File: src/rtl/moving_avg_inverse_if.sv
// Sample-stream bundle between a moving-sum stage and its inverse.
// The master drives window sums and clear; the slave returns recovered samples and status.
interface moving_avg_inverse_if #(
  parameter int WIND_DEPTH = 16,
  parameter int DATA_WIDTH = 16
);
  localparam int WIND_WIDTH = $clog2(WIND_DEPTH);
  localparam int MAVG_WIDTH = WIND_WIDTH + DATA_WIDTH;

  logic                  clear;
  logic [MAVG_WIDTH-1:0] s_N;
  logic                  s_N_valid;
  logic [DATA_WIDTH-1:0] x_N;
  logic                  x_N_valid;
  logic                  fill_done;
  logic                  range_err;

  modport master (
    output clear, s_N, s_N_valid,
    input  x_N, x_N_valid, fill_done, range_err
  );

  modport slave (
    input  clear, s_N, s_N_valid,
    output x_N, x_N_valid, fill_done, range_err
  );
endinterface

File: src/rtl/moving_avg_inverse.sv
// Recovers x(n) from a running N-sample window sum: x(n) = s(n) - s(n-1) + x(n-N).
// One-cycle latency, sustains a new sample every cycle.
module moving_avg_inverse #(
  parameter int WIND_DEPTH = 16,
  parameter int DATA_WIDTH = 16
) (
  input  logic                  clk,
  input  logic                  reset,
  moving_avg_inverse_if.slave   bus
);
  localparam int WIND_WIDTH = $clog2(WIND_DEPTH);
  localparam int MAVG_WIDTH = WIND_WIDTH + DATA_WIDTH;

  logic [DATA_WIDTH-1:0] hist_q [WIND_DEPTH];

  logic [WIND_WIDTH-1:0] wptr_q, wptr_d;
  logic [MAVG_WIDTH-1:0] s_prev_q, s_prev_d;
  logic [DATA_WIDTH-1:0] x_q, x_d;
  logic                  x_valid_q, x_valid_d;
  logic                  fill_q, fill_d;
  logic                  range_err_q, range_err_d;

  logic [MAVG_WIDTH-1:0] hist_term;
  logic [MAVG_WIDTH-1:0] result;
  logic                  accept;

  always_comb begin
    accept      = bus.s_N_valid && !bus.clear;
    // Before the window has filled, the oldest sample has not been seen yet.
    hist_term   = fill_q ? {{WIND_WIDTH{1'b0}}, hist_q[wptr_q]} : '0;
    result      = bus.s_N - s_prev_q + hist_term;

    wptr_d      = wptr_q;
    s_prev_d    = s_prev_q;
    x_d         = x_q;
    x_valid_d   = 1'b0;
    fill_d      = fill_q;
    range_err_d = range_err_q;

    if (bus.clear) begin
      wptr_d      = '0;
      s_prev_d    = '0;
      fill_d      = 1'b0;
      range_err_d = 1'b0;
    end else if (bus.s_N_valid) begin
      wptr_d    = wptr_q + WIND_WIDTH'(1);
      s_prev_d  = bus.s_N;
      x_d       = result[DATA_WIDTH-1:0];
      x_valid_d = 1'b1;
      if (wptr_q == WIND_WIDTH'(WIND_DEPTH - 1)) fill_d = 1'b1;
      if (result[MAVG_WIDTH-1:DATA_WIDTH] != '0) range_err_d = 1'b1;
    end
  end

  always_ff @(posedge clk or posedge reset) begin
    if (reset) begin
      wptr_q      <= '0;
      s_prev_q    <= '0;
      x_q         <= '0;
      x_valid_q   <= 1'b0;
      fill_q      <= 1'b0;
      range_err_q <= 1'b0;
    end else begin
      wptr_q      <= wptr_d;
      s_prev_q    <= s_prev_d;
      x_q         <= x_d;
      x_valid_q   <= x_valid_d;
      fill_q      <= fill_d;
      range_err_q <= range_err_d;
    end
  end

  // Stale history is harmless: it is masked until the window refills.
  always_ff @(posedge clk) begin
    if (accept) hist_q[wptr_q] <= result[DATA_WIDTH-1:0];
  end

  assign bus.x_N       = x_q;
  assign bus.x_N_valid = x_valid_q;
  assign bus.fill_done = fill_q;
  assign bus.range_err = range_err_q;
endmodule

File: src/flat_wrapper.sv
// flat-port wrapper written by rule: the top's interface ports become plain ports
module moving_avg_inverse_flat 
#(
  parameter int WIND_DEPTH = 16,
  parameter int DATA_WIDTH = 16
)
  (clk, reset, bus_clear, bus_s_N, bus_s_N_valid, bus_x_N, bus_x_N_valid, bus_fill_done, bus_range_err);
  moving_avg_inverse_if #(.WIND_DEPTH(WIND_DEPTH), .DATA_WIDTH(DATA_WIDTH)) bus_i ();
  input  logic clk;
  input  logic reset;
  input wire logic [$bits(bus_i.clear)-1:0] bus_clear;
  input wire logic [$bits(bus_i.s_N)-1:0] bus_s_N;
  input wire logic [$bits(bus_i.s_N_valid)-1:0] bus_s_N_valid;
  output wire logic [$bits(bus_i.x_N)-1:0] bus_x_N;
  output wire logic [$bits(bus_i.x_N_valid)-1:0] bus_x_N_valid;
  output wire logic [$bits(bus_i.fill_done)-1:0] bus_fill_done;
  output wire logic [$bits(bus_i.range_err)-1:0] bus_range_err;
  assign bus_i.clear = bus_clear;
  assign bus_i.s_N = bus_s_N;
  assign bus_i.s_N_valid = bus_s_N_valid;
  assign bus_x_N = bus_i.x_N;
  assign bus_x_N_valid = bus_i.x_N_valid;
  assign bus_fill_done = bus_i.fill_done;
  assign bus_range_err = bus_i.range_err;
  moving_avg_inverse #(.WIND_DEPTH(WIND_DEPTH), .DATA_WIDTH(DATA_WIDTH)) u_core (.clk(clk), .reset(reset), .bus(bus_i));
endmodule
File: config.mk
export PLATFORM = sky130hd
export DESIGN_NAME = moving_avg_inverse_flat
export DESIGN_NICKNAME = d
export VERILOG_FILES = /design/src/rtl/moving_avg_inverse_if.sv /design/src/rtl/moving_avg_inverse.sv /design/src/flat_wrapper.sv
export SDC_FILE = /design/constraint.sdc
export NUM_CORES = 1
export LEC_CHECK = 0
export CAP_MARGIN = 5
export CORE_AREA = 2 2 150 152
export CTS_CLUSTER_SIZE = 12
export DETAILED_ROUTE_END_ITERATION = 16
export DIE_AREA = 0 0 152 154
export DONT_BUFFER_PORTS = 1
export PLACE_DENSITY = 0.75
export SETUP_SLACK_MARGIN = 0.02
export SKIP_CTS_REPAIR_TIMING = 1
export SLEW_MARGIN = 10
export SYNTH_ARGS = -nofsm -noshare
export SYNTH_HDL_FRONTEND = slang
export SYNTH_SLANG_ARGS = --single-unit
File: constraint.sdc
create_clock -name clk -period 8.15 [get_ports clk]
set_input_delay 0.815 -clock clk [delete_from_list [all_inputs] [get_ports clk]]
set_output_delay 0.815 -clock clk [all_outputs]
set_load 0.01 [all_outputs]
==> key figures <==
Clocking
  • CTS root buf: clkbuf_16
  • Worst-Skew Late Latency: 570 ps
  • Worst-path clk slew: 60 ps
  • Clk buf depth: 3
  • CTS tree: done
  • CTS HTree Levels: 1
  • Clock tree sinks: 299
  • TritonCTS Buffers: 30

Placement
  • Port bufs: 0
  • Pre-CTS setup slack: 2250 ps
  • Detailed placer's ending HPWL: 17100 um
  • GP Congestion: 0.848
  • Dpl cell area: 13300 sq um

Die
  • Initial Util: 59.5%
  • Core ar.: 21700 sq um
  • # IOs: 43
  • Chip Height: 154 um
  • Die width: 152 um
  • # rows: 54
  • Die area: 23400 sq um

STA
  • Final hold violation count: 0
  • Slew HR: 22.4%
  • Worst Hold Margin: 305 ps
  • Highest clock rate: 0.172 GHz
  • Slew Limit Fails: 0
  • RSZ-0062 raised after global routing: no
  • Worst-Margin Slew: 1160 ps
  • Fin crit period: 5820 ps
  • Setup tns final: 0 ps
  • Slack of the critical path: 2330 ps
  • Clock skew: 36.3 ps
  • Period utilization: 71.4%
  • Final setup violation count: 0

Power and ir drop
  • Power Dens Cells: 254 nW/um^2
  • Leak: 5.05 nW
  • Maximum VDD drop: 0.168 mV
  • Total power: 3.64 mW

Setup path
  • CP Data Arrival Time: 6300 ps
  • Startpoint Class: flip-flop
  • Worst path required time: 8630 ps
  • CP max FO: 36
  • Crit end category: flip-flop
  • CP Class: flip-flop to flip-flop

Yosys
  • Mean post-synth cell area: 17.7 sq um
  • Post-Synthesis Cells: 728
  • Sequential area share after synthesis: 67.9%
  • Synthesized area: 12900 sq um
  • Synthesized flop and latch total: 299
  • Asr flop ratio synth: 14.4%
  • Synth Net Count: 795
  • Yosys warns: 0
  • Top_reg_cell synth: edfxtp_1
  • Post-synth EDFFs: 256
  • Yosys cell types: 50

Routing
  • Final WL: 27900 um
  • Post-DR wirelength/cell: 26.5 um
  • Residual DRC: 0
  • Initial DRC Count: 740
  • First-pass iteration count of the detailed router: 5
  • Vias per cell: 6.30
  • Detail Route Antenna Nets: 0
  • Routed vias: 6645

Finish
  • Ratio of cells with drive above 1 in the final layout: 22.1%
  • Area growth, synth to finish: 10.7%
  • Nets: 817
  • Antenna cells: 0
  • Design Area, Final: 14300 sq um

GRT
  • Vias in the first global route: 6929
  • Total global routing overflow: 0
  • Largest net degree at the start of global routing: 45
  • Total track usage: 24.2%
  • Initial antenna violation count: 0
  • First-pass GRT wire length: 42200 um

Min path
  • Tightest Hold Check Type: primary input to flip-flop

Run
  • Max cap viols: 0

Status
  • Status: complete, no violations
metal layers:
layer	GRT usage (%)	share of wire, %	vias to the layer above
met5	0	0	-
met4	6.76	2.5	0
met3	4.79	7.8	57
met2	41.9	52	313
met1	31.7	38	3434
li1	-	-	2841
cell usage in the layout (no fill, tap or decap), types with 4 or more instances in the layout:
cell       instances
fa_1              16
o21ai_1            4
clkinv_2           4
mux2_2             4
nor3_2             4
nor2_1            44
clkbuf_1          18
inv_1             46
and2_1             6
mux2i_1           21
ha_1              27
a21o_1             9
nand2_1           60
a21oi_1           11
xor2_1             6
xnor2_2            9
dfrtp_1           41
edfxtp_1         256
mux4_2            80
xnor2_1            4
buf_4             21
nor3_1             4
clkbuf_16         30
kinds of logic after synthesis:
family / count (synthesis) / share of synthesized area (%)
flops: 299 / 67.9
simple gates: 133 / 4.38
mux: 105 / 15.9
buf+inv: 78 / 2.39
compound gates: 50 / 2.97
fa+ha+maj: 43 / 5.10
xor+xnor: 20 / 1.36
cells in the mapped netlist (2+ instances only):
master / number / area share [%]
mux2_2: 4 / 0.35
clkbuf_1: 18 / 0.52
fa_1: 16 / 2.5
edfxtp_1: 256 / 60
mux2i_1: 21 / 1.6
buf_2: 7 / 0.27
nor2_1: 44 / 1.3
buf_4: 2 / 0.12
o21bai_1: 2 / 0.12
xor2_1: 7 / 0.47
a21oi_1: 12 / 0.47
mux4_2: 80 / 14
o21ai_1: 4 / 0.16
nand2_1: 60 / 1.7
nand4_1: 3 / 0.15
a211oi_1: 3 / 0.17
nor3_1: 8 / 0.31
ha_1: 27 / 2.6
nand2b_1: 3 / 0.15
and2_1: 6 / 0.29
xnor2_1: 13 / 0.88
a21o_1: 9 / 0.52
nand3_1: 3 / 0.12
inv_1: 47 / 1.4
a2111oi_0: 2 / 0.14
buf_1: 4 / 0.12
o21ai_0: 2 / 0.078
dfrtp_1: 43 / 8.3
worst max-delay path, stage by stage (launching register included):
cell	delay, ps
dfrtp_4	890
buf_4	640
mux4_2	610
mux4_2	510
and2_1	200
fa_1	440
ha_1	400
o311ai_1	480
a21oi_1	150
o21ai_1	150
nand2_1	80
xor2_1	810
mux2_2	320
metrics by stage:
step / util (%) / std cells
5_1_grt: 65.9 / 1054
3_3_place_gp: 61.4 / 998
2_1_floorplan: - / 728
6_report: 65.9 / 1054
4_1_cts: 65.5 / 1054
3_5_place_dp: 61.4 / 998
area by class of cell:
| cell class | count | area (sq um) |
|---|---|---|
| fillers | 1400 | 7400 |
| clock buffers | 50 | 846 |
| flip-flops and latches | 299 | 8770 |
| multi-input cells | 351 | 3940 |
| well taps | 280 | 350 |
| clock inverters | 6 | 53.8 |
| repair buffers | 21 | 158 |
| inverters | 47 | 176 |
sequential cells by signal (all words and copies together), names as in the netlist:
signal                count
u_core.hist_q           256
u_core.s_prev_q          20
u_core.bus.x_N           16
u_core.wptr_q             4
u_core.bus.fill_done      1
u_core.bus.range_err      1
u_core.bus.x_N_valid      1
worst paths after layout:
path	startpoint	to	slack, ps	cells after the start
max	u_core.wptr_q[0]	u_core.bus.x_N[13]	2330	12
min	bus_clear	u_core.wptr_q[0]	310	1
max reg2reg	u_core.wptr_q[0]	u_core.bus.x_N[13]	2330	12
min reg2reg	u_core.s_prev_q[10]	u_core.s_prev_q[10]	530	2
max in group asynchronous	reset	u_core.wptr_q[0]	7120	1
min in group asynchronous	reset	u_core.s_prev_q[1]	340	1
where the power goes:
group | switching, mW | internal, mW | total (mW)
clock network | 0.544 | 0.706 | 1.25
registers | 0.0621 | 1.84 | 1.90
logic | 0.303 | 0.183 | 0.486
total | 0.909 | 2.73 | 3.64
Power figures use the tool's default switching activity.
